==> src/rtl/syscall_halt_unit.sv <==
// Syscall service unit: print latch, pause-until-button, halt; gates instruction commit.
// Latency: run_en is combinational in the syscall cycle; halted/paused/counters update 1 clk later.
// Backpressure: run_en=0 stalls the CPU while a halt or pause is in effect; no upstream handshake.
module syscall_halt_unit #(
  parameter logic [31:0] HALT_CODE  = 32'd10,
  parameter logic [31:0] PRINT_CODE = 32'd34,
  parameter logic [31:0] PAUSE_CODE = 32'd50,
  parameter int          CNT_W      = 32
) (
  input  logic             clk_i,
  input  logic             rst_i,
  input  logic             syscall_i,
  input  logic [31:0]      v0_i,
  input  logic [31:0]      a0_i,
  input  logic             resume_btn_i,
  output logic             run_en_o,
  output logic             halted_o,
  output logic             paused_o,
  output logic [31:0]      syscall_out_o,
  output logic [CNT_W-1:0] total_cycle_o,
  output logic [CNT_W-1:0] print_count_o
);

  typedef enum logic [1:0] {
    S_RUN    = 2'd0,
    S_PAUSE  = 2'd1,
    S_RESUME = 2'd2,
    S_HALT   = 2'd3
  } state_t;

  localparam logic [CNT_W-1:0] CNT_MAX = {CNT_W{1'b1}};
  localparam logic [CNT_W-1:0] CNT_ONE = CNT_W'(1);

  state_t            state_q, state_d;
  logic              btn_s1_q, btn_s2_q, btn_prev_q;
  logic [31:0]       syscall_out_q, syscall_out_d;
  logic [CNT_W-1:0]  total_cycle_q, total_cycle_d;
  logic [CNT_W-1:0]  print_count_q, print_count_d;

  logic is_halt, is_pause, is_print, stop_req, resume_rise, run_en;

  // Decode the service request; halt takes precedence if the codes ever coincide.
  always_comb begin
    is_halt     = syscall_i && (v0_i == HALT_CODE);
    is_pause    = syscall_i && (v0_i == PAUSE_CODE) && !is_halt;
    is_print    = syscall_i && (v0_i == PRINT_CODE) && !is_halt && !is_pause;
    stop_req    = is_halt || is_pause;
    resume_rise = btn_s2_q && !btn_prev_q;
  end

  // Next state, commit enable and counter/latch next values.
  always_comb begin
    state_d       = state_q;
    run_en        = 1'b1;
    syscall_out_d = syscall_out_q;
    print_count_d = print_count_q;
    total_cycle_d = total_cycle_q;
    case (state_q)
      S_RUN: begin
        run_en = !stop_req;
        if (is_halt) begin
          state_d = S_HALT;
        end else if (is_pause) begin
          state_d = S_PAUSE;
        end else if (is_print) begin
          syscall_out_d = a0_i;
          if (print_count_q != CNT_MAX) print_count_d = print_count_q + CNT_ONE;
        end
      end
      S_PAUSE: begin
        run_en = 1'b0;
        // Button edges outside PAUSE are simply dropped, never remembered.
        if (resume_rise) state_d = S_RESUME;
      end
      S_RESUME: begin
        // Commit the stalled pause syscall so the PC steps past it.
        run_en  = 1'b1;
        state_d = S_RUN;
      end
      S_HALT: begin
        run_en = 1'b0;
      end
      default: begin
        run_en  = 1'b0;
        state_d = S_HALT;
      end
    endcase
    if (run_en && (total_cycle_q != CNT_MAX)) total_cycle_d = total_cycle_q + CNT_ONE;
  end

  // State, latch and counter registers.
  always_ff @(posedge clk_i or posedge rst_i) begin
    if (rst_i) begin
      state_q       <= S_RUN;
      syscall_out_q <= 32'd0;
      total_cycle_q <= '0;
      print_count_q <= '0;
    end else begin
      state_q       <= state_d;
      syscall_out_q <= syscall_out_d;
      total_cycle_q <= total_cycle_d;
      print_count_q <= print_count_d;
    end
  end

  // Two-flop synchronizer for the raw button plus one delay flop for edge detection.
  always_ff @(posedge clk_i or posedge rst_i) begin
    if (rst_i) begin
      btn_s1_q   <= 1'b0;
      btn_s2_q   <= 1'b0;
      btn_prev_q <= 1'b0;
    end else begin
      btn_s1_q   <= resume_btn_i;
      btn_s2_q   <= btn_s1_q;
      btn_prev_q <= btn_s2_q;
    end
  end

  assign run_en_o      = run_en;
  assign halted_o      = (state_q == S_HALT);
  assign paused_o      = (state_q == S_PAUSE);
  assign syscall_out_o = syscall_out_q;
  assign total_cycle_o = total_cycle_q;
  assign print_count_o = print_count_q;

endmodule
==> config.mk <==
export PLATFORM = sky130hd
export DESIGN_NAME = syscall_halt_unit
export DESIGN_NICKNAME = d
export VERILOG_FILES = /design/src/rtl/syscall_halt_unit.sv
export SDC_FILE = /design/constraint.sdc
export NUM_CORES = 1
export LEC_CHECK = 0
export BUFFER_PORTS_ARGS = -buffer_cell sky130_fd_sc_hd__buf_2
export CAP_MARGIN = 20
export CORE_ASPECT_RATIO = 1.75
export CORE_UTILIZATION = 54
export CTS_CLUSTER_SIZE = 40
export DETAILED_ROUTE_END_ITERATION = 16
export PLACE_DENSITY = 0.85
export SLEW_MARGIN = 10
export SYNTH_ARGS = -nofsm -noshare
export SYNTH_HDL_FRONTEND = slang
export SYNTH_SLANG_ARGS = --single-unit
==> constraint.sdc <==
create_clock -name clk_i -period 5 [get_ports clk_i]
set_input_delay 0.5 -clock clk_i [delete_from_list [all_inputs] [get_ports clk_i]]
set_output_delay 0.5 -clock clk_i [all_outputs]
set_load 0.02 [all_outputs]
==> impl.org, run 1 <==
** Route
- Drt initial violations :: about 250
- Number of remaining DRC errors :: 0
- Total routed wire length on the met1 layer :: about 4300 microns
- After detailed routing, the average wire length per cell comes to approximately 17 microns.
- After detailed routing, no signal wire sits above met4.
- Final wirelength :: approximately 12000 microns
- Antenna-violating nets left :: 0
- The first detailed-routing pass ran for 6 iterations.
- The final route contains just over 4000 vias.
- In the routed layout, each cell is associated on average with a via count of 5.81.
- After detailed routing, the met3 layer carries between 600 and 700 microns of wire.
- Summed over all nets, wire length on met2 after detailed routing comes to around 6300 microns.

** Yosys
- Netlist area before placement :: around 4900 sq um
- Yosys mapped a number of flops with a built-in enable equal to 0.
- After synthesis, the largest family of logic cells by area is simple AND/OR/NAND/NOR gates.
- Yosys printed 0 warnings.
- By count the netlist is led by 101 x sky130_fd_sc_hd__dfrtp_1, 62 x sky130_fd_sc_hd__xnor2_1, 41 x sky130_fd_sc_hd__nand4_1.
- Summing the areas of all fa, ha and maj instances in the mapped netlist gives 1.54% of the synthesized area.
- Of the post-synthesis cell area, the part taken by muxes is slightly above 8%.
- Library cell occupying the most area in the post-synthesis netlist :: sky130_fd_sc_hd__dfrtp_1
- The synthesized netlist devotes about 1.3% of its cell area to compound gates.
- Most numerous cell in the Yosys netlist :: sky130_fd_sc_hd__dfrtp_1
- The cell count after synthesis came out at 413.
- Synthesis instantiated 44 different standard cells from the library.
- Top FF cell, synth :: sky130_fd_sc_hd__dfrtp_1
- Sequential share of the synthesized area :: ~52%
- Synthesized area per cell :: approximately 12 sq um
- Yosys top cell area share :: ~52%
- After synthesis, the share of flip-flops with an asynchronous set or reset is 100%.
- Net Count, Synth :: ~490
- Area contributors post-synth :: sky130_fd_sc_hd__dfrtp_1 52%, sky130_fd_sc_hd__xnor2_1 11%, sky130_fd_sc_hd__mux2_2 7.9%, sky130_fd_sc_hd__nand4_1 5.3%, sky130_fd_sc_hd__nand3_1 3.6%
- Of the total synthesized cell area, the portion taken by AND, OR, NAND and NOR gates is between 20% and 30%.
- Flop and latch count out of synthesis :: about 100
- Xor and xnor area share after synthesis :: 11.2%

** Critical path
- Cell-by-cell listing of the critical path :: inv_1, ha_1, o2111ai_1, o32a_1, buf_2
- Category of the critical setup timing path :: reg -> out
- Measured in cells, the most critical reg-to-reg path has a length of 7.
- Along the worst path, the maximum fanout reaches 32.
- Crit path required time :: 4500 ps
- The worst register-to-register path has a setup slack of between 2000 and 2500 ps.
- Highest cell delay on the worst timing path :: a little over 900 ps
- Master of the slowest instance on the critical path :: sky130_fd_sc_hd__o32a_1
- Type of destination of the critical path :: output port
- Critical Path AT :: 2460 ps
- Startpoint class of the critical path :: flop

** Clock tree
- The clock reaches the later pin of the worst-skew pair after approximately 340 ps.
- TritonCTS clock tree :: built
- Post_cts resized :: 0
- Clk slew on worst S/H paths :: about 60 ps
- For this design, the sink count on the clock tree is roughly 100.
- Clock tree synthesis inserted a total of 9 buffers.
- Buffers inserted to repair hold after CTS numbered 0.
- Post-CTS Repair Setup Buffers :: 0
- Clock root buffer :: sky130_fd_sc_hd__clkbuf_16
- Counting along the longest clock path gives a buffer depth of 2.
- CTS built an H-tree with a depth of 3.

** STA
- Worst Setup Slack, final :: between 2000 and 2500 ps
- Summed over all failing endpoints, the final setup total negative slack is 0 ps.
- Max Fclk :: 338 MHz
- The final number of max-transition violations was 0.
- Share of the cycle needed by the critical path after routing :: between 50% and 60%
- Final hold violations :: 0
- Final setup fails :: 0
- Layout Skew :: about 6 ps
- The worst pin sits at a relative slew slack of 23.7%.
- Final critical-path required period :: 2960 ps
- Setup repair after global routing missed its margin :: false
- For the pin with the worst max-slew slack, the measured transition is ~1100 ps.

** Finish
- Growth of design area from synthesis to finish :: 25.2%
- Sequential Area :: roughly 2500 sq um
- Summing all multi-input logic gate instances after layout gives approximately 2200 sq um.
- Summing all non-filler instances in the final layout gives an area of a little over 6000 sq um.
- Count of nets after finishing :: around 650
- Counting the fill cells in the layout gives 660.
- For this run, the number of standard cells in the final layout without fillers is between 600 and 700.
- Fraction of layout cells with a size suffix above 1 :: about two fifths
- Count of inserted antenna diode cells :: 0

** Die
- Total die area :: ~9400 sq um
- Floorplan core area :: between 8000 and 9000 sq um
- Row Count :: 45
- DIE HEIGHT :: 128 microns
- I/O Pins :: approximately 170
- The initial utilization of the core area, before any placement, comes to a little under three fifths.
- The die is 73.8 microns wide.

** Placement
- Port buffering added 166 buffers.
- Dpl cell area :: approximately 5800 sq um
- Setup slack after placement :: around 2200 ps
- Count of placed standard cells including taps :: ~680
- The HPWL after detailed placement is around 8400 microns.
- At the end of routability-driven placement, the weighted congestion stood at around 0.85.

** Run status
- Status :: finished clean

** Power
- Worst VDD drop :: about 190 uV
- P_leak :: roughly 3.1 nW
- Post-route total power :: between 1.5 and 2 mW
- Total power per unit cell area :: between 200 and 300 nW/um^2

** Flow run
- Max-cap violations in this run came to 0.

** Global route
- The via count of the first global-routing pass was 3912.
- First-pass GRT wire length :: 18500 microns
- Global routing used 25.8% of the available tracks across all layers.
- Pin count of the biggest net entering global routing :: between 70 and 80
- The number of antenna violations at the first check in global routing came to 0.
- Global route total overflow :: 0

** Hold path
- The path class of the tightest hold or removal check is in -> async.
==> sequential cells by signal (all words and copies together) (netlist names) <==
signal	count
btn_prev_q	1
btn_s1_q	1
btn_s2_q	1
print_count_o	32
state_q	2
syscall_out_o	32
total_cycle_o	32
==> cell families after synthesis <==
family,Yosys count
mux,36
buf+inv,21
fa+ha+maj,6
simple gates,178
compound gates,9
flops,101
xor+xnor,62
==> metal layers <==
metal / up-vias / global-route usage (%)
met5: - / 0
met3: 26 / 4.10
met4: 0 / 12.0
met1: 2001 / 29.0
li1: 1836 / -
met2: 199 / 46.2
==> cell type report <==
class | instances | share of cell area [%]
multi-input combinational | 291 | 36.3
timing repair buffer | 170 | 14.1
clock buffer | 13 | 4.27
tap | 117 | 2.40
sequential | 101 | 41.5
clock inverter | 3 | 1.11
inverter | 4 | 0.287
==> cell usage in the layout, fill, tap and decap left out, types with 6 or more instances in the layout <==
cell type                     n
sky130_fd_sc_hd__mux2_2      34
sky130_fd_sc_hd__dfrtp_1    101
sky130_fd_sc_hd__and3_1      19
sky130_fd_sc_hd__nor3_1      11
sky130_fd_sc_hd__nand2_1     15
sky130_fd_sc_hd__nand4_1     41
sky130_fd_sc_hd__ha_1         6
sky130_fd_sc_hd__and2_1       8
sky130_fd_sc_hd__and4_1      11
sky130_fd_sc_hd__buf_2      166
sky130_fd_sc_hd__nand3_1     35
sky130_fd_sc_hd__nor2_1       9
sky130_fd_sc_hd__xnor2_1     62
sky130_fd_sc_hd__clkbuf_16    9
==> path summary, 6_finish.rpt <==
path / from / end
worst max register to register: total_cycle_o[0] / total_cycle_o[1]
worst min register to register: btn_s1_q / btn_s2_q
worst min-delay path: rst_i / total_cycle_o[17]
min in group clk_i: resume_btn_i / btn_s1_q
worst max-delay path: state_q[0] / run_en_o
max in group asynchronous: rst_i / syscall_out_o[11]
==> critical path, delay by kind of cell (launching register included) <==
kind	cells	cell delay (ps)
AOI/OAI and AO/OA	2	1040
adders and majority gates	1	270
buffers and inverters	2	410
DFF	1	380
==> through the flow <==
stage | utilization, % | hold slack (ps)
after global placement | 66.1 | 337
after global routing | 69.8 | 146
after CTS | 69.8 | 122
final | 69.8 | 114
after detailed placement | 66.1 | 350
after floorplan | - | 331
==> report_power, final <==
| group | leakage (nW) | total (mW) | internal, mW | switching (mW) |
|---|---|---|---|---|
| clock network | 0.156 | 0.750 | 0.466 | 0.284 |
| logic | 1.56 | 0.0486 | 0.0216 | 0.0270 |
| registers | 1.39 | 0.819 | 0.818 | 0.000355 |
| total | 3.11 | 1.62 | 1.31 | 0.311 |
Note: power is estimated with default switching activity, not from simulation.
==> inputs of run 2 (changes only) <==
Settings changed: CORE_UTILIZATION 54 to 50, PLACE_DENSITY 0.85 to 0.8.
Clock period 5 ns to 3.1 ns, I/O delays scaled along.
==> run 2 against run 1 <==
Compared with the run above: flip-flop and latch count stayed put; sequential share of layout area fell by 0.19 points; via count is 1.0% lower; utilization decreased by 5.2 points; first-iteration DRC count down 8.4%; worst setup slack lost 1300 ps; largest power group unchanged; cell count rose by 1.0%; clock-buffer cell count down 1; combinational power rose by 65%; global-route usage fell by 1.5 points; routed wire length rose by 0.74%; critical endpoint is now print_count_o[1]; register-to-register slack lost 1500 ps.
==> impl.org, run 2 (synthesis gave the netlist of run 1 again) <==
** Clock tree
- For the worst-skew pair, the clock arrives at the later sink with an insertion delay of about 350 ps.
- Post-CTS timing repair inserted 0 buffers for setup.
- Post_cts resized :: 0
- TritonCTS created 9 clock buffers.
- Quantity of hold-fixing buffers added after cts :: 0
- After clock tree synthesis, the clock-pin slew on the worst setup and hold paths is ~70 ps.
- Clk sink count :: approximately 100
- Htree depth :: 3
- The root buffer cell chosen for the clock tree is sky130_fd_sc_hd__clkbuf_16.
- Counting along the longest clock path gives a buffer depth of 2.
- TritonCTS clock tree :: built

** Placement
- Summed over all nets, the half-perimeter wirelength after detailed placement is 8770 microns.
- Routability-driven placement congestion ratio :: 0.835
- Buffers placed on the I/O ports in this run total 166.
- Timing analysis after detailed placement gives a worst setup slack of a little under 800 ps.

** STA
- The final critical path takes up between 70% and 80% of the cycle.
- Final setup fails :: 0
- Final hold violations :: 0
- Final critical-path required period :: between 2000 and 2500 ps
- Max Fclk :: between 400 and 500 MHz
- Layout Skew :: approximately 9.4 ps
- Max transition margin :: 46.2%
- The final number of max-transition violations came to 0.
- Setup repair after global routing left no endpoint under its margin.
- Worst Setup Slack, final :: roughly 740 ps
- At the pin with the least slew margin, the transition time is 800 ps.
- Setup TNS after final layout :: 0 ps

** Route
- Number of remaining DRC errors :: 0
- After detailed routing, the average wire length per cell comes to approximately 16 microns.
- The final layout contains routed wiring with a total length of 11600 microns.
- Antenna-violating nets left :: 0
- The pre-antenna-repair detailed-routing pass consisted of 4 iterations.
- Total via count in the routed design :: 4021
- After detailed routing, the number of vias per cell comes to 5.70.
- Drt initial violations :: between 200 and 250

** Finish
- Count of inserted antenna diode cells :: 0
- Most frequent cells in the layout :: 166 x sky130_fd_sc_hd__buf_2, 101 x sky130_fd_sc_hd__dfrtp_1, 62 x sky130_fd_sc_hd__xnor2_1
- From synthesis to final layout, the design area changed by 25.7%.
- For this run, the post-layout net count is 653.
- Leading cell type in the layout, fill and taps excluded :: sky130_fd_sc_hd__buf_2
- Fraction of layout cells with a size suffix above 1 :: around two fifths

** Die
- The initial utilization of the core area, before any placement, comes to between 50% and 60%.
- Horizontal die dimension :: around 77 microns
- The total area inside the core boundary comes to 9470 sq um.
- In this run the core area contains 47 standard-cell rows.
- The die covers 10200 sq um.
- DIE HEIGHT :: roughly 130 microns
- I/O Pins :: around 170

** Power
- P_leak :: approximately 3.1 nW
- Across the VDD grid, the largest voltage drop is 313 uV.
- Post-route total power :: between 2 and 3 mW
- Power spread over the standard cell area amounts to approximately 420 nW/um^2.

** Critical path
- Cell-by-cell listing of the critical path :: ha_1, nand2_1, nor3_1, nand4_2, nand2_2, mux2_1
- CP max FO :: 11
- On the critical path, the stage with the largest delay is an instance of sky130_fd_sc_hd__nor3_1.
- The worst setup path is launched from a flop.
- The largest single stage delay on the critical path is 560 ps.
- Type of destination of the critical path :: flop
- Crit path required time :: 3320 ps
- Critical Path AT :: 2580 ps
- Category of the critical setup timing path :: reg -> reg

** Global route
- First-pass GRT wire length :: slightly below 20000 microns
- Total global routing track utilization :: roughly a quarter
- For this run the aggregate overflow at the end of global routing stands at 0.
- Vias in the first global route :: 4085
- Entering global routing, the biggest net connects 57 pins.
- Number of antenna violations at the first check in global routing :: 0

** Hold path
- Kind of path behind the tightest hold check :: in -> async

** Flow run
- Across the run, the number of max-cap violations was 0.

** Run status
- Status :: finished clean
-- run 2: changes by cell type in the layout (fill, tap and decap cells not counted), sizes merged --
| cell | change |
|---|---|
| clkbuf | -1 |
| bufinv | -1 |
| buf | +2 |
| clkinv | +2 |
-- run 2: power by group --
part,internal [mW],switching [mW],total [mW]
clock,0.695,0.487,1.18
combinational,0.0367,0.0437,0.0804
sequential,1.32,0.000507,1.32
-- run 2: final cells by class --
type                            count  area (sq um)
Multi-Input combinational cell    291          2210
Timing Repair Buffer              172           888
Clock buffer                       12           267
Clock inverter                      4          55.1
Sequential cell                   101          2530
Fill cell                         768          3350
Inverter                            4          17.5
Tap cell                          122           153
-- run 2: worst paths after layout --
| check | startpoint | end | slack, ps | cells past startpoint |
|---|---|---|---|---|
| max | print_count_o[0] | print_count_o[1] | 740 | 6 |
| min reg2reg | btn_s1_q | btn_s2_q | 350 | 0 |
| max reg2reg | print_count_o[0] | print_count_o[1] | 740 | 6 |
| max in group asynchronous | rst_i | print_count_o[6] | 2390 | 3 |
| min | rst_i | total_cycle_o[31] | 20 | 2 |
| min in group clk_i | resume_btn_i | btn_s1_q | 90 | 1 |
-- run 2: per-stage QoR --
stage                     hold WS, ps  util (%)  area [sq um]  instances
after global placement            336      61.3          5800        690
after global routing             77.1      64.6          6120        706
after detailed placement          335      61.3          5800        690
after CTS                        50.2      64.6          6120        706
after floorplan                   331         -          4870        413
final                            22.5      64.6          6120        706
-- run 2: layer usage --
metal	global-route usage, %	wire [microns]	vias to the layer above
li1	-	-	1841
met1	26.2	4120	1965
met2	43.7	6440	179
met3	3.45	600	36
met4	15.8	470	0
met5	0	0	-
-- run 2: critical path, delay by kind of cell (launching register included) --
family,cells,cell delay [ps]
AND/OR/NAND/NOR,4,1290
flip-flops,1,400
multiplexers,1,330
adder cells (fa/ha/maj),1,220
